File: src/rtl/stack_reader.sv
// Pops words off an external stack into a 2-entry output buffer and streams them to a ready/valid sink.
// Optional delivered-word counter out_count is enabled by defining STACK_READER_STATS_EN.
module stack_reader #(
    parameter int WIDTH = 32,
    parameter int CNT_W = 16
) (
    input  logic             clk,
    input  logic             reset_n,
    input  logic             enable,
    input  logic             flush,
    input  logic [WIDTH-1:0] stk_data,
    input  logic             stk_empty,
    input  logic             stk_push,
    output logic             stk_pop,
    output logic [WIDTH-1:0] out_data,
    output logic             out_valid,
    input  logic             out_ready,
    output logic             flush_done
`ifdef STACK_READER_STATS_EN
    ,
    output logic [CNT_W-1:0] out_count
`endif
);

    typedef enum logic [1:0] {
        IDLE,
        RUN,
        FLUSH
    } state_t;

    state_t           state;
    state_t           state_next;
    logic [WIDTH-1:0] head_q;
    logic [WIDTH-1:0] tail_q;
    logic [1:0]       count;
    logic             capture;
    logic             transfer;
    logic             flush_exit;
    logic             flush_done_q;

    if (CNT_W < 1) begin : g_bad_cnt_w
        $error("stack_reader: CNT_W must be at least 1");
    end

    always_ff @(posedge clk) begin
        if (!reset_n) begin
            state <= IDLE;
        end else begin
            state <= state_next;
        end
    end

    // Pops are withheld during a push because the stack ignores a coincident pop.
    always_comb begin
        state_next = state;
        stk_pop    = 1'b0;
        flush_exit = 1'b0;
        case (state)
            IDLE: begin
                if (flush) begin
                    state_next = FLUSH;
                end else if (enable) begin
                    state_next = RUN;
                end
            end
            RUN: begin
                stk_pop = !stk_empty && !stk_push && (count != 2'd2);
                if (flush) begin
                    state_next = FLUSH;
                end else if (!enable) begin
                    state_next = IDLE;
                end
            end
            FLUSH: begin
                stk_pop = !stk_empty && !stk_push;
                if (stk_empty && !stk_push) begin
                    flush_exit = 1'b1;
                    state_next = enable ? RUN : IDLE;
                end
            end
            default: begin
                state_next = IDLE;
            end
        endcase
    end

    assign capture   = stk_pop && (state == RUN);
    assign out_valid = (count != 2'd0);
    assign transfer  = out_valid && out_ready;
    assign out_data  = head_q;

    // A capture only coincides with a transfer when exactly one word is held.
    always_ff @(posedge clk) begin
        if (!reset_n) begin
            head_q <= '0;
            tail_q <= '0;
            count  <= 2'd0;
        end else if (flush && (state != FLUSH)) begin
            count <= 2'd0;
        end else begin
            case ({capture, transfer})
                2'b10: begin
                    if (count == 2'd0) begin
                        head_q <= stk_data;
                    end else begin
                        tail_q <= stk_data;
                    end
                    count <= count + 2'd1;
                end
                2'b01: begin
                    if (count == 2'd2) begin
                        head_q <= tail_q;
                    end
                    count <= count - 2'd1;
                end
                2'b11: begin
                    head_q <= stk_data;
                end
                default: begin
                end
            endcase
        end
    end

    always_ff @(posedge clk) begin
        if (!reset_n) begin
            flush_done_q <= 1'b0;
        end else begin
            flush_done_q <= flush_exit;
        end
    end

    assign flush_done = flush_done_q;

`ifdef STACK_READER_STATS_EN
    always_ff @(posedge clk) begin
        if (!reset_n) begin
            out_count <= '0;
        end else if (transfer && (out_count != {CNT_W{1'b1}})) begin
            out_count <= out_count + 1'b1;
        end
    end
`endif

endmodule

File: config.mk
export PLATFORM = sky130hd
export DESIGN_NAME = stack_reader
export DESIGN_NICKNAME = d
export VERILOG_FILES = /design/src/rtl/stack_reader.sv
export SDC_FILE = /design/constraint.sdc
export NUM_CORES = 1
export LEC_CHECK = 0
export CORE_UTILIZATION = 40
export DETAILED_ROUTE_END_ITERATION = 12
export PLACE_DENSITY = 0.66
export SETUP_SLACK_MARGIN = 0.2
export SYNTH_ARGS = -nofsm -noshare
export SYNTH_HDL_FRONTEND = slang
export SYNTH_SLANG_ARGS = --single-unit
File: constraint.sdc
create_clock -name clk -period 4.5 [get_ports clk]
set_input_delay 1.125 -clock clk [delete_from_list [all_inputs] [get_ports clk]]
set_output_delay 1.125 -clock clk [all_outputs]
set_load 0.03 [all_outputs]
==> qor.yml, run 1 <==
status: "completed"
path_common_cell: "clkdlybuf4s50_1"
slew_viol_final: 0
drive_gt1_frac: 0.148
final_cell_mix: "clkdlybuf4s50_1 (72), dfxtp_1 (69), nand2_1 (68), nand2b_1 (33), o221ai_1 (31)"
relSlewSlack: 0.507
hold_viol: 0
cts.sinks: 69
synthCells: 340
criticalPathCategory: "in2out"
fill_cells: 711
post-place-ws_ns: 0.757
final_antenna_net_count: 0
regArea_um2: 1380
crit_slowest_cell: "clkdlybuf4s50_1"
setup_viol: 0
multi_input_area_um2: 1750
grt_pass1_vias: 2576
p_sw_uw: 329
cp.arrival_ns: 2.67
grt-ovfl-total: 0
layout_setup_ws_ns: 0.710
postCtsHoldBufs: 0
p_comb_frac: 0.117
r2r_slack_ns: 1.73
crit_path_max_incr_delay_ns: 0.73
routedWlPerCell_um: 14.8
crit_family: "buffers and inverters"
clk_latency_ns: 0.34
switching_share: 0.242
yosysUniqueCellTypes: 36
ys_ff_latch: 69
layout_min_cycle_time_ns: 3.79
core_area_um2: 7890
synth_edf_count: 0
leakage_nw: 1.39
h-tree-depth: 3
internal_power_mw: 1.03
yosys_warnings: 0
end_kind: "output pin"
syn2layout_area_growth_pct: 29.9
cts-resized-gates: 0
clkPwrFrac: 0.419
ir_drop_v: 0.000180
cts_root_buf: "clkbuf_8"
ys_seq_area_frac: 0.416
grt.total_usage: 0.186
antenna_cells: 0
rows: 32
io_buffers: 73
critPathMaxFanout: 4
whs_path_depth: 2
final_core_util: 0.547
synthesis.nets: 385
die-height_um: 93.1
finalWeightedCongestion: 0.744
min_period_over_period: 0.842
tightest_slew_ns: 0.737
cp_data_required_time_ns: 3.38
drt_pass1_iterations: 4
grt_pass1_wl_um: 12500
ys.flop_type: "dfxtp_1"
rsz0062_at_grt: "false"
max_freq_mhz: 264
dp_hpwl_um: 4720
tns_ns: 0
cap_violations: 0
crit_cells: 3
viasPerCell: 5.34
io_pins: 74
totalWireLength_um: 7520
fin_nets: 445
path_buf_inv: 2
crit_path_start_kind: "primary input"
clkTransAtPathRegs_ns: 0.07
cts_setup_buffers: 0
chipWidth_um: 93.1
syn_area_per_cell_um2: 9.77
final_common_cell: "clkdlybuf4s50_1"
antenna_found_initial: 0
crit_chain: "clkdlybuf4s50_1 -> nor4b_1 -> clkdlybuf4s50_1"
cts_buffers: 9
initial_utilization: 0.421
grt_max_degree: 47
power_density_nw_per_um2: 315
vias: 2705
async_reset_ff_frac: 0
r2r_cells: 9
hold_path_class: "reg2reg"
fp.dieArea_um2: 8670
p_seq_frac: 0.463
drc: 0
skew_ns: 0.00649
syn_area_um2: 3320
drtIter0Drc: 123
cts_tree: "yes"
clockBufferDepth: 2
[metrics by stage]
stage / instances / hold slack, ns / cell area [µm²] / power, mW
after floorplan: 340 / 0.430 / 3320 / 0.733
after global placement: 491 / 0.435 / 4090 / 0.803
after detailed placement: 491 / 0.447 / 4090 / 0.805
after CTS: 507 / 0.458 / 4320 / 1.37
after global routing: 507 / 0.480 / 4320 / 1.41
final: 507 / 0.455 / 4320 / 1.36
[registers in the layout, summed over array words and instances (netlist names)]
register,cells
count,2
flush_done,1
out_data,32
state,2
tail_q,32
[worst paths after layout]
| path | startpoint | to |
|---|---|---|
| setup reg to reg | state[0] | out_data[25] |
| hold reg to reg | tail_q[26] | tail_q[26] |
| hold / removal | tail_q[26] | tail_q[26] |
| setup / recovery | stk_push | stk_pop |
[cell usage after synthesis, types with 2 or more instances]
| master | n | area (µm²) |
|---|---|---|
| clkbuf_1 | 10 | 37.5 |
| a21boi_1 | 5 | 37.5 |
| buf_2 | 14 | 70.1 |
| inv_1 | 7 | 26.3 |
| a2bb2oi_2 | 30 | 450 |
| o21ai_0 | 6 | 30.0 |
| nor2_1 | 3 | 11.3 |
| a21oi_1 | 2 | 10.0 |
| o221ai_1 | 31 | 272 |
| dfxtp_1 | 69 | 1380 |
| mux2i_1 | 2 | 20.0 |
| buf_4 | 4 | 30.0 |
| a21boi_0 | 27 | 203 |
| nand2b_1 | 33 | 206 |
| ha_1 | 6 | 75.1 |
| nand2_1 | 68 | 255 |
| buf_6 | 4 | 45.0 |
[worst min-delay path: stages, from the launching register on]
cell	delay [ns]
dfxtp_1	0.31
nand2_1	0.05
a21boi_1	0.05
[logic make-up (layout without fill, tap and decap cells)]
family | Yosys count | in the layout | share of synthesized area
adder cells (fa/ha/maj) | 6 | 6 | 0.0226
flip-flops | 69 | 69 | 0.416
multiplexers | 2 | 2 | 0.00603
buffers and inverters | 39 | 104 | 0.0629
AO/OA/AOI/OAI | 108 | 108 | 0.323
XOR/XNOR | 2 | 2 | 0.00527
AND/OR/NAND/NOR | 114 | 114 | 0.165
[power groups by stage]
stage	clock network, mW	registers (mW)	logic, mW
2_1_floorplan	0	0.660	0.0728
3_3_place_gp	0	0.644	0.159
3_5_place_dp	0	0.645	0.160
4_1_cts	0.582	0.630	0.161
5_1_grt	0.605	0.632	0.173
6_report	0.571	0.630	0.160
[layer usage]
metal	track usage	wire, µm	up-vias
li1	-	-	1329
met1	0.236	3570	1288
met2	0.301	3480	82
met3	0.0610	415	6
met4	0.0513	49	0
met5	0	0	-
[area by class of cell]
class,count,share of cell area
clock inverter,5,0.0194
sequential,69,0.320
timing repair buffer,81,0.188
multi-input combinational,232,0.404
clock buffer,11,0.0328
tap,102,0.0296
inverter,7,0.00609
(Power assumes the default switching activity.)
==> inputs of run 2 (changes only) <==
clock period = 3.8 ns   (was 4.5 ns; I/O delays follow)
==> run 2 against run 1 <==
Against the previous run: register-to-register slack got worse by 0.36 ns; first-iteration DRC count down 23%; global-route usage increased by 0.32 points; via count did not move; wire length rose by 3.4%; largest cell class unchanged; largest power group unchanged; cell area up 0.70%; die area stayed put; non-clock buffer count grew 4; flip-flop and latch count did not move.
==> qor.yml, run 2 (same netlist as run 1, synthesis figures left out) <==
crit_path_start_kind: "primary input"
crit_family: "buffers and inverters"
tns_ns: 0  # unchanged
whs_path_depth: 2  # unchanged
holdPathEnd: "tail_q[4]"
fin_nets: 449  # +0.90%
end_kind: "output pin"
cts_root_buf: "clkbuf_8"
routedWlPerCell_um: 15.2  # +2.6%
cts_setup_buffers: 0  # unchanged
h-tree-depth: 3  # unchanged
regArea_um2: 1380  # unchanged
initial_utilization: 0.421  # unchanged
fp.dieArea_um2: 8670  # unchanged
final_cell_mix: "clkdlybuf4s50_1 (72), dfxtp_1 (69), nand2_1 (68), nand2b_1 (33), o221ai_1 (31)"
skew_ns: 0.00502  # -0.00147 ns
cts_buffers: 9  # unchanged
cp_data_required_time_ns: 2.85  # -0.53 ns
slew_viol_final: 0  # unchanged
cts_tree: "yes"
holdCritStartpoint: "tail_q[4]"
clkTransAtPathRegs_ns: 0.07  # about the same
setup_viol: 0  # unchanged
cp.arrival_ns: 2.44  # -0.23 ns
path_buf_inv: 2  # unchanged
postCtsHoldBufs: 0  # unchanged
io_buffers: 73  # unchanged
crit_slowest_cell: "clkdlybuf4s50_1"
cap_violations: 0  # unchanged
max_freq_mhz: 295
viasPerCell: 5.29  # -0.78%
layout_min_cycle_time_ns: 3.39
fin_total_pwr_mw: 1.66  # +22%
crit_path_max_incr_delay_ns: 0.72  # about the same
placed_cell_area_um2: 4110  # +0.43%
power_density_nw_per_um2: 381  # +21%
fill_cells: 717  # +0.84%
r2r_slack_ns: 1.37  # -0.36 ns
clockBufferDepth: 2  # unchanged
critPathMaxFanout: 4  # unchanged
grt_max_degree: 43  # -8.5%
relSlewSlack: 0.511  # +0.00346
timing.rr.start: "state[1]"
grt_pass1_wl_um: 12900  # +2.8%
die-height_um: 93.1  # unchanged
antenna_cells: 0  # unchanged
drc: 0  # unchanged
chipWidth_um: 93.1  # unchanged
vias: 2705  # unchanged
design_area_um2: 4350  # +0.70%
final_common_cell: "clkdlybuf4s50_1"
ir_drop_v: 0.000146  # -19%
finalWeightedCongestion: 0.728  # -2.2%
criticalPathCategory: "in2out"
syn2layout_area_growth_pct: 30.8
clk_latency_ns: 0.34  # about the same
rows: 32  # unchanged
multi_input_area_um2: 1750  # unchanged
cts.sinks: 69  # unchanged
drive_gt1_frac: 0.159  # +0.0108
hold_path_class: "reg2reg"
drt_pass1_iterations: 4  # unchanged
r2r_cells: 9  # unchanged
tightest_slew_ns: 0.734  # -0.00240 ns
io_pins: 74  # unchanged
cts-resized-gates: 0  # unchanged
status: "completed"
antenna_found_initial: 0  # unchanged
final_antenna_net_count: 0  # unchanged
totalWireLength_um: 7770  # +3.4%
grt-ovfl-total: 0  # unchanged
path_common_cell: "clkdlybuf4s50_1"
core_area_um2: 7890  # unchanged
min_period_over_period: 0.892
dp_hpwl_um: 5010  # +6.1%
leakage_nw: 1.43  # +2.6%
hold_viol: 0  # unchanged
rsz0062_at_grt: "false"
drtIter0Drc: 95  # -23%
regToRegEndpoint: "out_data[23]"
grt_pass1_vias: 2678  # +4.0%
crit_chain: "clkdlybuf4s50_1 -> nor4b_1 -> clkdlybuf4s50_1"
grt.total_usage: 0.189  # +0.00324
## run 2: area by class of cell
type                    instances  area share
well taps                     102      0.0294
flip-flops and latches         69       0.318
repair buffers                 85       0.191
inverters                       7     0.00604
clock buffers                   9      0.0285
clock inverters                 7      0.0262
multi-input cells             232       0.402
## run 2: stage by stage
step	worst slack [ns]	std cells	utilization	hold slack, ns
2_1_floorplan	0.830	340	-	0.430
6_report	0.409	511	0.551	0.452
3_3_place_gp	0.418	495	0.521	0.435
5_1_grt	0.342	511	0.551	0.466
3_5_place_dp	0.394	495	0.521	0.440
4_1_cts	0.388	511	0.551	0.451
## run 2: metal layers
metal	global-route usage	up-vias	wire, µm
met5	0	-	0
li1	-	1340	-
met1	0.242	1289	3840
met2	0.305	65	3450
met3	0.0472	11	393
met4	0.0731	0	84
## run 2: worst max path at each step
stage / slack (ns) / cells past startpoint / startpoint / end
floorplan: 0.83 / 1 / stk_push / stk_pop
CTS: 0.39 / 3 / stk_push / stk_pop
detailed placement: 0.39 / 3 / stk_push / stk_pop
global route: 0.34 / 3 / stk_push / stk_pop
finish: 0.41 / 3 / stk_push / stk_pop
global placement: 0.42 / 3 / stk_push / stk_pop
## run 2: tightest hold or removal path, cell delays in order (launching register included)
cell and delay [ns]:
dfxtp_1 0.31, nand2_1 0.05, a21boi_1 0.05
## run 2: where the power goes
| part | switching [mW] | internal, mW |
|---|---|---|
| logic | 0.0930 | 0.0994 |
| registers | 0.0101 | 0.736 |
| clock network | 0.285 | 0.434 |
==> inputs of run 3 (changes only) <==
PLACE_DENSITY = default   (was 0.66)
PLACE_DENSITY_LB_ADDON = 0.1   (was default)
==> run 3 against run 2 <==
Against the previous run: global-route usage down 0.12 points; count of clock-buffer cells in the layout up 4; sequential power about the same; flip-flop and latch count unchanged; via count down 1.2%; first-iteration DRC count up 37%; fmax up 0.73%; register-to-register slack worse by 0.15 ns; power down 5.4%; sequential share of layout area up 0.29 points; critical path type unchanged; setup slack better by 0.025 ns; combinational power about the same.
==> qor.yml, run 3 (same netlist as run 1, synthesis figures left out) <==
rsz0062_at_grt: "false"
viasPerCell: 5.23  # -1.2%
grt.total_usage: 0.188  # -0.00118
clockBufferDepth: 2  # unchanged
min_period_over_period: 0.886  # -0.00646
io_buffers: 73  # unchanged
whs_path_depth: 2  # unchanged
cts_root_buf: "clkbuf_8"
cts_buffers: 9  # unchanged
end_kind: "output pin"
p_seq_frac: 0.476  # +0.026
vias: 2672  # -1.2%
tns_ns: 0  # unchanged
grt-ovfl-total: 0  # unchanged
path_common_cell: "clkdlybuf4s50_1"
placed_cell_area_um2: 4100  # -0.30%
hold_viol: 0  # unchanged
switching_share: 0.241  # +0.00648
fin_total_pwr_mw: 1.57  # -5.4%
setup_viol: 0  # unchanged
grt_max_degree: 72  # +67%
initial_utilization: 0.421  # unchanged
totalWireLength_um: 7590  # -2.4%
finalWeightedCongestion: 0.689  # -5.4%
crit_slowest_cell: "clkdlybuf4s50_1"
final_antenna_net_count: 0  # unchanged
cts_tree: "yes"
p_comb_frac: 0.121  # +0.005
cap_violations: 0  # unchanged
cp.arrival_ns: 2.42  # -0.02 ns
hold_path_class: "reg2reg"
cts.sinks: 69  # unchanged
clkTransAtPathRegs_ns: 0.07  # about the same
fp.dieArea_um2: 8670  # unchanged
postCtsHoldBufs: 0  # unchanged
drt_pass1_iterations: 4  # unchanged
skew_ns: 0.00724  # +0.00223 ns
relSlewSlack: 0.235  # -0.275
dp_hpwl_um: 4800  # -4.3%
die-height_um: 93.1  # unchanged
io_pins: 74  # unchanged
internal_power_mw: 1.19  # -6.2%
final_common_cell: "clkdlybuf4s50_1"
chipWidth_um: 93.1  # unchanged
tightest_slew_ns: 1.15  # +0.413 ns
r2r_cells: 9  # unchanged
cts_setup_buffers: 0  # unchanged
crit_path_start_kind: "primary input"
ir_drop_v: 0.000255  # +75%
layout_min_cycle_time_ns: 3.37  # -0.0245 ns
leakage_nw: 1.41  # -1.5%
slew_viol_final: 0  # unchanged
clkPwrFrac: 0.403  # -0.031
rows: 32  # unchanged
drtIter0Drc: 130  # +37%
h-tree-depth: 3  # unchanged
routedWlPerCell_um: 14.8  # -2.4%
cts-resized-gates: 0  # unchanged
criticalPathCategory: "in2out"
holdCritStartpoint: "tail_q[3]"
status: "completed"
final_core_util: 0.546  # -0.00492
drive_gt1_frac: 0.156  # -0.00244
grt_pass1_wl_um: 12700  # -1.2%
cp_data_required_time_ns: 2.85  # about the same
syn2layout_area_growth_pct: 29.7
p_sw_uw: 377  # -2.8%
fin_nets: 449  # unchanged
crit_start: "stk_push"
crit_chain: "clkdlybuf4s50_1 -> nor4b_1 -> clkdlybuf4s50_1"
clk_latency_ns: 0.34  # about the same
max_freq_mhz: 297  # +0.73%
grt_pass1_vias: 2618  # -2.2%
fill_cells: 732  # +2.1%
drc: 0  # unchanged
critPathMaxFanout: 4  # unchanged
timing.rr.start: "state[0]"
core_area_um2: 7890  # unchanged
final_cell_mix: "clkdlybuf4s50_1 (72), dfxtp_1 (69), nand2_1 (68), nand2b_1 (33), o221ai_1 (31)"
design_area_um2: 4310  # -0.89%
antenna_found_initial: 0  # unchanged
antenna_cells: 0  # unchanged
crit_path_max_incr_delay_ns: 0.72  # about the same
power_density_nw_per_um2: 364  # -4.5%
[run 3: final timing paths]
path / slack (ns) / to
worst max register to register: 1.22 / count[1]
worst min-delay path: 0.45 / tail_q[3]
worst max-delay path: 0.43 / stk_pop
worst min register to register: 0.45 / tail_q[3]
[run 3: per-stage QoR]
step | std cells | hold slack, ns | setup WS [ns]
2_1_floorplan | 340 | 0.430 | 0.830
3_3_place_gp | 495 | 0.435 | 0.425
3_5_place_dp | 495 | 0.442 | 0.416
4_1_cts | 511 | 0.452 | 0.419
5_1_grt | 511 | 0.465 | 0.378
6_report | 511 | 0.452 | 0.434
[run 3: critical path, delay by kind of cell]
kind,cells,cell delay (ns)
buf+inv,2,1.17
simple gates,1,0.30
[run 3: power by group through the flow]
| stage | registers (mW) | logic (mW) | clock network (mW) |
|---|---|---|---|
| final | 0.746 | 0.190 | 0.631 |
| after global routing | 0.748 | 0.205 | 0.677 |
| after CTS | 0.746 | 0.192 | 0.654 |
| after detailed placement | 0.763 | 0.191 | 0 |
| after global placement | 0.763 | 0.189 | 0 |
| after floorplan | 0.782 | 0.0863 | 0 |
[run 3: routing by layer]
layer  global-route usage  wire length, µm
met5                    0                0
met3               0.0642              432
met1                0.230             3410
met4               0.0692               58
met2                0.304             3680
[run 3: layout make-up]
type                            count  area (µm²)  share of cell area
Clock buffer                       13         169              0.0392
Timing Repair Buffer               85         816               0.189
Multi-Input combinational cell    232        1750               0.405
Tap cell                          102         128              0.0296
Clock inverter                      3        42.5             0.00988
Sequential cell                    69        1380               0.321
Inverter                            7        26.3             0.00610
